$ cat src/rtl/sys_mem_ctr_pkg.sv
// Shared definitions for the system-bus memory responder: request
// direction codes, FSM state encoding and a small elaboration helper.
package sys_mem_ctr_pkg;

  // SysRW encodings, shared with the cache controller side of the bus
  localparam logic RW_READ  = 1'b1;
  localparam logic RW_WRITE = 1'b0;

  typedef enum logic [2:0] {
    ST_IDLE     = 3'd0,
    ST_RD_WAIT  = 3'd1,
    ST_RD_ISSUE = 3'd2,
    ST_RD_LAST  = 3'd3,
    ST_RD_DONE  = 3'd4,
    ST_WR_WAIT  = 3'd5,
    ST_WR_DO    = 3'd6,
    ST_WR_DONE  = 3'd7
  } state_t;

  // Larger of two latencies, used to size the shared latency counter
  function automatic int max_int(input int a, input int b);
    return (a > b) ? a : b;
  endfunction

endpackage

$ cat src/rtl/sys_mem_ctr_lat_cnt.sv
// Loadable down-counter with a zero flag. One instance is shared by the
// read and write paths to time the fixed access latency.
module sys_mem_ctr_lat_cnt #(
  parameter int W = 2
) (
  input  logic         clock,
  input  logic         reset,
  input  logic         load,
  input  logic [W-1:0] load_val,
  input  logic         en,
  output logic         zero
);

  logic [W-1:0] cnt;

  // Load has priority; decrement saturates at zero so a stray enable is harmless
  always_ff @(posedge clock or negedge reset) begin
    if (!reset) begin
      cnt <= '0;
    end else if (load) begin
      cnt <= load_val;
    end else if (en && (cnt != '0)) begin
      cnt <= cnt - W'(1);
    end
  end

  assign zero = (cnt == '0);

endmodule

$ cat src/rtl/sys_mem_ctr.sv
// System-bus responder between the cache controller and a synchronous
// single-port SRAM. Serves line fills as a word-serial burst and
// single-word write-throughs, each after a fixed access latency.
module sys_mem_ctr
  import sys_mem_ctr_pkg::*;
#(
  parameter  int ADDR_W     = 32,
  parameter  int DATA_W     = 32,
  parameter  int LINE_WORDS = 4,
  parameter  int RD_LAT     = 3,
  parameter  int WR_LAT     = 2,
  localparam int OFS_W      = $clog2(LINE_WORDS)
) (
  input  logic              clock,
  input  logic              reset,
  input  logic              SysStrobe,
  input  logic              SysRW,
  input  logic [ADDR_W-1:0] SysAddr,
  input  logic [DATA_W-1:0] SysWData,
  output logic              SysReady,
  output logic [DATA_W-1:0] SysRData,
  output logic              SysRValid,
  output logic [OFS_W-1:0]  SysROffset,
  output logic              readup,
  output logic [ADDR_W-1:0] MemAddr,
  output logic              MemRead,
  output logic              MemWrite,
  output logic [DATA_W-1:0] MemWData,
  input  logic [DATA_W-1:0] MemRData,
  output logic              ProtoErr
);

  localparam int MAX_LAT = max_int(RD_LAT, WR_LAT);
  localparam int CNT_W   = $clog2(MAX_LAT + 1);

  localparam logic [CNT_W-1:0]  RD_CNT    = CNT_W'(RD_LAT - 1);
  localparam logic [CNT_W-1:0]  WR_CNT    = CNT_W'(WR_LAT - 1);
  localparam logic [OFS_W-1:0]  LAST_IDX  = OFS_W'(LINE_WORDS - 1);
  localparam logic [ADDR_W-1:0] LINE_MASK = {{(ADDR_W-OFS_W-2){1'b1}}, {(OFS_W+2){1'b0}}};
  localparam logic [ADDR_W-1:0] WORD_MASK = {{(ADDR_W-2){1'b1}}, 2'b00};

  state_t             state, state_nxt;
  logic [OFS_W-1:0]   idx, idx_nxt;
  logic [ADDR_W-1:0]  addr_q, addr_nxt;
  logic [DATA_W-1:0]  data_q, data_nxt;
  logic               cnt_load, cnt_en, cnt_zero;
  logic [CNT_W-1:0]   cnt_load_val;

  sys_mem_ctr_lat_cnt #(.W(CNT_W)) u_lat_cnt (
    .clock    (clock),
    .reset    (reset),
    .load     (cnt_load),
    .load_val (cnt_load_val),
    .en       (cnt_en),
    .zero     (cnt_zero)
  );

  // State, burst index and request latches
  always_ff @(posedge clock or negedge reset) begin
    if (!reset) begin
      state  <= ST_IDLE;
      idx    <= '0;
      addr_q <= '0;
      data_q <= '0;
    end else begin
      state  <= state_nxt;
      idx    <= idx_nxt;
      addr_q <= addr_nxt;
      data_q <= data_nxt;
    end
  end

  // Next-state logic; strobes outside IDLE are dropped, never queued
  always_comb begin
    state_nxt    = state;
    idx_nxt      = idx;
    addr_nxt     = addr_q;
    data_nxt     = data_q;
    cnt_load     = 1'b0;
    cnt_load_val = '0;
    cnt_en       = 1'b0;
    case (state)
      ST_IDLE: begin
        if (SysStrobe) begin
          cnt_load = 1'b1;
          if (SysRW == RW_READ) begin
            addr_nxt     = SysAddr & LINE_MASK;
            cnt_load_val = RD_CNT;
            state_nxt    = ST_RD_WAIT;
          end else if (SysRW == RW_WRITE) begin
            addr_nxt     = SysAddr & WORD_MASK;
            data_nxt     = SysWData;
            cnt_load_val = WR_CNT;
            state_nxt    = ST_WR_WAIT;
          end
        end
      end
      ST_RD_WAIT: begin
        if (cnt_zero) begin
          state_nxt = ST_RD_ISSUE;
          idx_nxt   = '0;
        end else begin
          cnt_en = 1'b1;
        end
      end
      ST_RD_ISSUE: begin
        if (idx == LAST_IDX) begin
          state_nxt = ST_RD_LAST;
        end else begin
          idx_nxt = idx + OFS_W'(1);
        end
      end
      ST_RD_LAST: state_nxt = ST_RD_DONE;
      ST_RD_DONE: state_nxt = ST_IDLE;
      ST_WR_WAIT: begin
        if (cnt_zero) begin
          state_nxt = ST_WR_DO;
        end else begin
          cnt_en = 1'b1;
        end
      end
      ST_WR_DO:   state_nxt = ST_WR_DONE;
      ST_WR_DONE: state_nxt = ST_IDLE;
      default:    state_nxt = ST_IDLE;
    endcase
  end

  // SRAM strobes are registered from the next state so they change cleanly on the edge
  always_ff @(posedge clock or negedge reset) begin
    if (!reset) begin
      MemRead  <= 1'b0;
      MemWrite <= 1'b0;
      MemAddr  <= '0;
      MemWData <= '0;
    end else begin
      MemRead  <= (state_nxt == ST_RD_ISSUE);
      MemWrite <= (state_nxt == ST_WR_DO);
      if (state_nxt == ST_RD_ISSUE) begin
        MemAddr <= addr_nxt + ADDR_W'({idx_nxt, 2'b00});
      end else if (state_nxt == ST_WR_DO) begin
        MemAddr <= addr_nxt;
      end else begin
        MemAddr <= '0;
      end
      MemWData <= (state_nxt == ST_WR_DO) ? data_nxt : '0;
    end
  end

  // Cache-side handshakes; the read valid/offset trail the SRAM read by its one-cycle latency
  always_ff @(posedge clock or negedge reset) begin
    if (!reset) begin
      SysRValid  <= 1'b0;
      SysROffset <= '0;
      readup     <= 1'b0;
      SysReady   <= 1'b0;
    end else begin
      SysRValid  <= MemRead;
      SysROffset <= MemRead ? idx : '0;
      readup     <= (state_nxt == ST_RD_LAST);
      SysReady   <= (state_nxt == ST_WR_DONE);
    end
  end

  // Sticky protocol error: any request that arrives while a transaction is in flight
  always_ff @(posedge clock or negedge reset) begin
    if (!reset) begin
      ProtoErr <= 1'b0;
    end else if (SysStrobe && (state != ST_IDLE)) begin
      ProtoErr <= 1'b1;
    end
  end

  // The SRAM output register already provides the pipeline stage, so the
  // returned word is forwarded and gated by the registered valid
  assign SysRData = SysRValid ? MemRData : '0;

endmodule

$ cat config.mk
export PLATFORM = sky130hd
export DESIGN_NAME = sys_mem_ctr
export DESIGN_NICKNAME = d
export VERILOG_FILES = /design/src/rtl/sys_mem_ctr_pkg.sv /design/src/rtl/sys_mem_ctr_lat_cnt.sv /design/src/rtl/sys_mem_ctr.sv
export SDC_FILE = /design/constraint.sdc
export NUM_CORES = 1
export LEC_CHECK = 0
export CAP_MARGIN = 30
export CORE_MARGIN = 4
export CORE_UTILIZATION = 47
export DETAILED_ROUTE_END_ITERATION = 10
export PLACE_DENSITY = 0.81
export SLEW_MARGIN = 0
export SYNTH_ARGS = -nofsm -noshare
export SYNTH_HDL_FRONTEND = slang
export SYNTH_SLANG_ARGS = --single-unit
export TNS_END_PERCENT = 5
$ cat constraint.sdc
create_clock -name clock -period 4.69 [get_ports clock]
set_clock_uncertainty 0.1 [all_clocks]
set_input_delay 0.469 -clock clock [delete_from_list [all_inputs] [get_ports clock]]
set_output_delay 0.469 -clock clock [all_outputs]
set_load 0.02 [all_outputs]
* Yosys cells after proc, flatten, opt, wreduce, memory -nomap -nowiden *
Cells that the tools add are included.

storage, ports and cells
  output and inout port bits = 104
  word-level logic and storage cells = 67
  register bits = 143
  bits of input ports = 100

cells by class
  muxes and demuxes = 29
  reduce and logical (&&, ||, !) cells = 9
  eq/ne operators = 12
  add/sub/neg operators = 3

operators by type and width
  cell                                                                count
  32-bit two-way mux                                                  9
  32-bit by 4-bit adder with 32-bit output                            1
  3-bit one-hot mux with 7 select lines                               1
  3-bit == test, second input constant                                6
  2-bit two-way mux                                                   8
  3-bit two-way mux                                                   5
  3-bit by 2-bit == test with 1-bit output, second input constant     4
  1-bit two-way mux                                                   4
  4-bit two-way mux                                                   1
  2-bit one-hot mux with 2 select lines                               1
  2-bit nonzero test                                                  2
  2-bit OR reduction                                                  2
  3-bit by 1-bit == test with 1-bit output, second input constant     1
  3-bit zero test                                                     1
  3-bit nonzero test                                                  1
  2-bit by 1-bit adder with 2-bit output, second input constant       1
  2-bit == test, second input constant                                1
  1-bit logical AND                                                   2
  2-bit zero test                                                     1
  2-bit by 1-bit subtractor with 2-bit output, second input constant  1

* Longest topological paths before layout *
  depth after elaboration = 6
  mapped depth = 16
  depth with buffers taken out = 12

* Hierarchy *
Synthesis repeated with hierarchy kept, for this count alone.

second synthesis, totals
  cell total of the unflattened synthesis = 572
  area total of the unflattened synthesis = 6253.5 um2

by module, submodules not included
  module               area each (um2)  cells an instance  seq. area each (um2)  times used
  sys_mem_ctr          6122.1           559                3528.4                1
  sys_mem_ctr_lat_cnt  131.4            13                 50.0                  1

* Least setup slack after synthesis *
No wires, ideal clock.

  kind = flip-flop to flip-flop
  start point = reg state[0]
  end point = reg MemAddr[28]
  data arrival time = 3.210 ns
  required time = 4.463 ns
  path slack = 1.253 ns
  stages on the path, launching flop included = 16
  cell sequence = dfrtp_1 -> or4b_1 -> buf_2 -> buf_6 -> buf_6 -> clkbuf_1 -> nand2_1 -> nand2_1 -> ha_1 -> fa_1 -> nand2_1 -> mux2i_1 -> and4_1 -> buf_2 -> and4_1 -> mux2_1

RTL lines
  what                                      line                text
  start: declaration                        sys_mem_ctr.sv:42   state_t state, state_nxt;
  start signal: assignment                  sys_mem_ctr.sv:66   state <= state_nxt;
  3-bit zero test                           sys_mem_ctr.sv:82   case (state)
  32-bit two-way mux                        sys_mem_ctr.sv:82
  via addr_nxt[2]                           sys_mem_ctr.sv:44   logic [ADDR_W-1:0] addr_q, addr_nxt;
  32-bit by 4-bit adder with 32-bit output  sys_mem_ctr.sv:139  MemAddr <= addr_nxt + ADDR_W'({idx_nxt, 2'b00});
  32-bit two-way mux                        sys_mem_ctr.sv:138  if (state_nxt == ST_RD_ISSUE) begin
  end signal: assignment                    sys_mem_ctr.sv:139
  end signal: assignment                    sys_mem_ctr.sv:141  MemAddr <= addr_nxt;
  end: declaration                          sys_mem_ctr.sv:25   output logic [ADDR_W-1:0] MemAddr,

The timed path passes the listed nets, and every way through them passes these cells.
A chain may end at the register's enable or synchronous reset.

* Worst setup path in the final report *
  start point = reg state[1]
  end point = reg MemAddr[28]

RTL lines
  what                                                                                                         line                text
  3-bit by 2-bit == test with 1-bit output / 3-bit by 1-bit == test with 1-bit output (equally long branches)  sys_mem_ctr.sv:82
  2-bit one-hot mux with 2 select lines *                                                                      sys_mem_ctr.sv:82
  via idx_nxt[0]                                                                                               sys_mem_ctr.sv:43   logic [OFS_W-1:0] idx, idx_nxt;
  32-bit by 4-bit adder with 32-bit output *                                                                   sys_mem_ctr.sv:139
  32-bit two-way mux *                                                                                         sys_mem_ctr.sv:138

The timed path passes the listed nets; every way through them passes the cells marked *.

==> results.json <==
{
  "finalNonFillerCells": 973,
  "antenna_found_initial": 0,
  "synth_top_flop_cell": "dfrtp_1",
  "syn-instance-count": 589,
  "die_height_um": 124,
  "grt_pass1_vias": 5311,
  "rsz0062_at_grt": "no",
  "netlist_area_mm2": 0.00637,
  "hold_buffers": 0,
  "grt_overflow": 0,
  "drt_iter0_markers": 411,
  "min_path_type": "in2async",
  "cts_tree": "built",
  "start_util_pct": 48.1,
  "dr_wl_met2_um": 8140,
  "viasPerCell": 5.28,
  "synthMuxAreaShare_pct": 8.30,
  "antenna_cells": 0,
  "synth-compound-area-share_pct": 6.58,
  "yosysTopAreaCellShare_pct": 56.1,
  "wl_met1_um": 7360,
  "fillers": 965,
  "setup_viol": 0,
  "routed_wl_um": 16800,
  "drv_slew": 0,
  "max_cap_violations": 0,
  "crit_path_start_kind": "flip-flop",
  "finalNetCount": 888,
  "critPathKind": "reg2reg",
  "setup_tns_ps": 0,
  "hold_viol_final": 0,
  "synth-seq-cells": 143,
  "antenna_left": 0,
  "reg2reg_slack_ps": 1220,
  "htreeDepth": 4,
  "post_cts_buffers": 0,
  "met3_length_um": 1000,
  "grt_start_max_net_pins": 103,
  "yosysTopAreaCell": "dfrtp_1",
  "arrival_ps": 3670,
  "power_density_mw_per_mm2": 553,
  "clk_pin_slew_ps": 60,
  "root_buffer": "clkbuf_16",
  "place_inst": 941,
  "pin_count": 204,
  "power_leakage_uw": 0.00405,
  "end_kind": "flip-flop",
  "track_usage_pct": 22.3,
  "post-route-drc-count": 0,
  "areaGrowthSynthToFinish_pct": 42.6,
  "yosysWarnings": 0,
  "synth.distinct_cells": 64,
  "status": "completed",
  "holdWs_ps": 63.3,
  "place.gp.congestion": 0.882,
  "relSlewSlack_pct": 39.4,
  "worst_slack_ps": 1220,
  "final_util_pct": 68.7,
  "required_ps": 4890,
  "synthTopCellsByArea": "dfrtp_1, and2_1, mux2_2",
  "synthSimpleGateAreaFrac_pct": 23.7,
  "fin_crit_ps": 3470,
  "syn_nets": 693,
  "max_freq_mhz": 288,
  "wl_per_cell_um": 17.3,
  "io_buffers": 201,
  "post_cts_resized": 0,
  "cts_sinks": 143,
  "rows": 42,
  "die_area_mm2": 0.0155,
  "worstSkewPairLatency_ps": 420,
  "synth_seq_area_share_pct": 56.1,
  "top_layer_used": "met4",
  "worst_pin_slew_ps": 909,
  "hpwl_um": 12100,
  "post_synth_xor_area_fraction_pct": 0.550,
  "synth.avg_cell_area_um2": 10.8,
  "synth_top_family_by_area": "simple AND/OR/NAND/NOR gates",
  "synth_edf_count": 0,
  "routed-via-count": 5138,
  "irDropWorstVdd_v": 0.000285,
  "die_w_um": 124,
  "fin_crit_sh_pct": 74.0,
  "critPathMaxFanout": 15,
  "drive_above_1_share_pct": 11.3,
  "cts-buffers-inserted": 17,
  "grt_pass1_wl_um": 27900,
  "core_mm2": 0.0132,
  "yosys.area_share.adder_pct": 0.903,
  "firstDrtPassIters": 5,
  "ys_async_sr_fraction_pct": 100,
  "clk_path_buf_depth": 2,
  "dp_slack_ps": 920
}
[cell usage in the layout, fill, tap and decap left out, types with 2 or more instances in the layout]
cell type        synthesis  final
a21oi_1                 20     20
nor4_1                   2      2
clkbuf_8                 0      2
clkinvlp_4               0      6
o21ai_0                  5      5
a22o_1                   2      2
a31oi_1                  8      8
nor2_1                  23     23
inv_1                   16     16
or4b_2                   2      2
nor4_2                   2      2
bufinv_16                0      2
nand4_1                 14     14
nand2_1                 83     83
nand2b_1                 4      4
mux2_2                  35     35
and4_1                   4      4
a21boi_0                 3      3
o2111ai_1                2      2
nand3b_1                 2      2
ha_1                     3      3
clkdlybuf4s50_1          0    200
and3_1                   7      7
nand3_1                 29     29
clkbuf_16                0     17
nor3b_1                  7      7
xnor2_1                  4      4
mux2_1                   4      4
mux2i_1                  9      9
o31ai_1                  3      3
a31o_2                   2      2
or3_1                    2      2
and2_1                  73     73
dfrtp_1                143    143
nor2b_1                  3      3
buf_4                    4      8
nor3_1                  11     11
clkinv_4                 0      2
or4b_1                   2      2
[per-layer routing]
metal / track usage [%] / up-vias
li1: - / 2407
met1: 29.8 / 2484
met2: 35.5 / 214
met3: 5.79 / 33
met4: 7.48 / 0
met5: 0 / -
[registers in the layout (all words and copies together) (netlist names)]
name,cells
MemWrite,1
state,3
MemAddr,32
idx,2
SysROffset,2
u_lat_cnt.cnt,2
SysReady,1
SysRValid,1
readup,1
addr_q,32
data_q,32
MemWData,32
MemRead,1
ProtoErr,1
[power by group]
group / switching (uW) / internal (uW)
Combinational: 1040 / 812
Clock: 516 / 812
Sequential: 236 / 1620
[synth_stat cells, drive strengths merged, types with 8 or more instances]
library cell and number:
clkbuf 12, mux2i 9, a21oi 20, and2 73
mux2 39, nand2 84, nand4 14, inv 17
a31oi 8, dfrtp 143, nor2 24, nand3 29
nor3 11, buf 21
[final timing paths]
path	cells past startpoint	from	end
max	9	state[1]	MemAddr[28]
min	1	reset	data_q[12]
max reg2reg	9	state[1]	MemAddr[28]
min reg2reg	0	MemRead	SysRValid
max in group asynchronous	2	reset	MemWData[22]
min in group clock	0	MemRead	SysRValid
[worst max-delay path, stage by stage (launching register included)]
cell,delay [ps]
dfrtp_1,620
nor4bb_1,550
a221oi_1,200
ha_1,270
fa_1,430
nand2_1,100
mux2i_1,80
and4_1,410
and4_1,290
mux2_1,300
[stage by stage]
stage | power, uW | area, um2
after detailed placement | 3700 | 8500
after floorplan | 3010 | 6370
final | 5030 | 9090
after global placement | 3600 | 8500
after CTS | 5060 | 9090
after global routing | 5360 | 9090
[final cells by class]
class	instances	area [um2]	area share, %
flip-flops and latches	143	3580	39.4
clock inverters	12	136	1.50
repair buffers	209	2070	22.8
clock buffers	20	457	5.02
well taps	176	220	2.42
multi-input cells	396	2560	28.2
inverters	17	63.8	0.702
[kinds of logic after synthesis]
logic type      Yosys count
simple gates            279
flops                   143
compound gates           61
buf+inv                  50
mux                      48
xor+xnor                  4
fa+ha+maj                 4
Power figures use the tool's default switching activity.
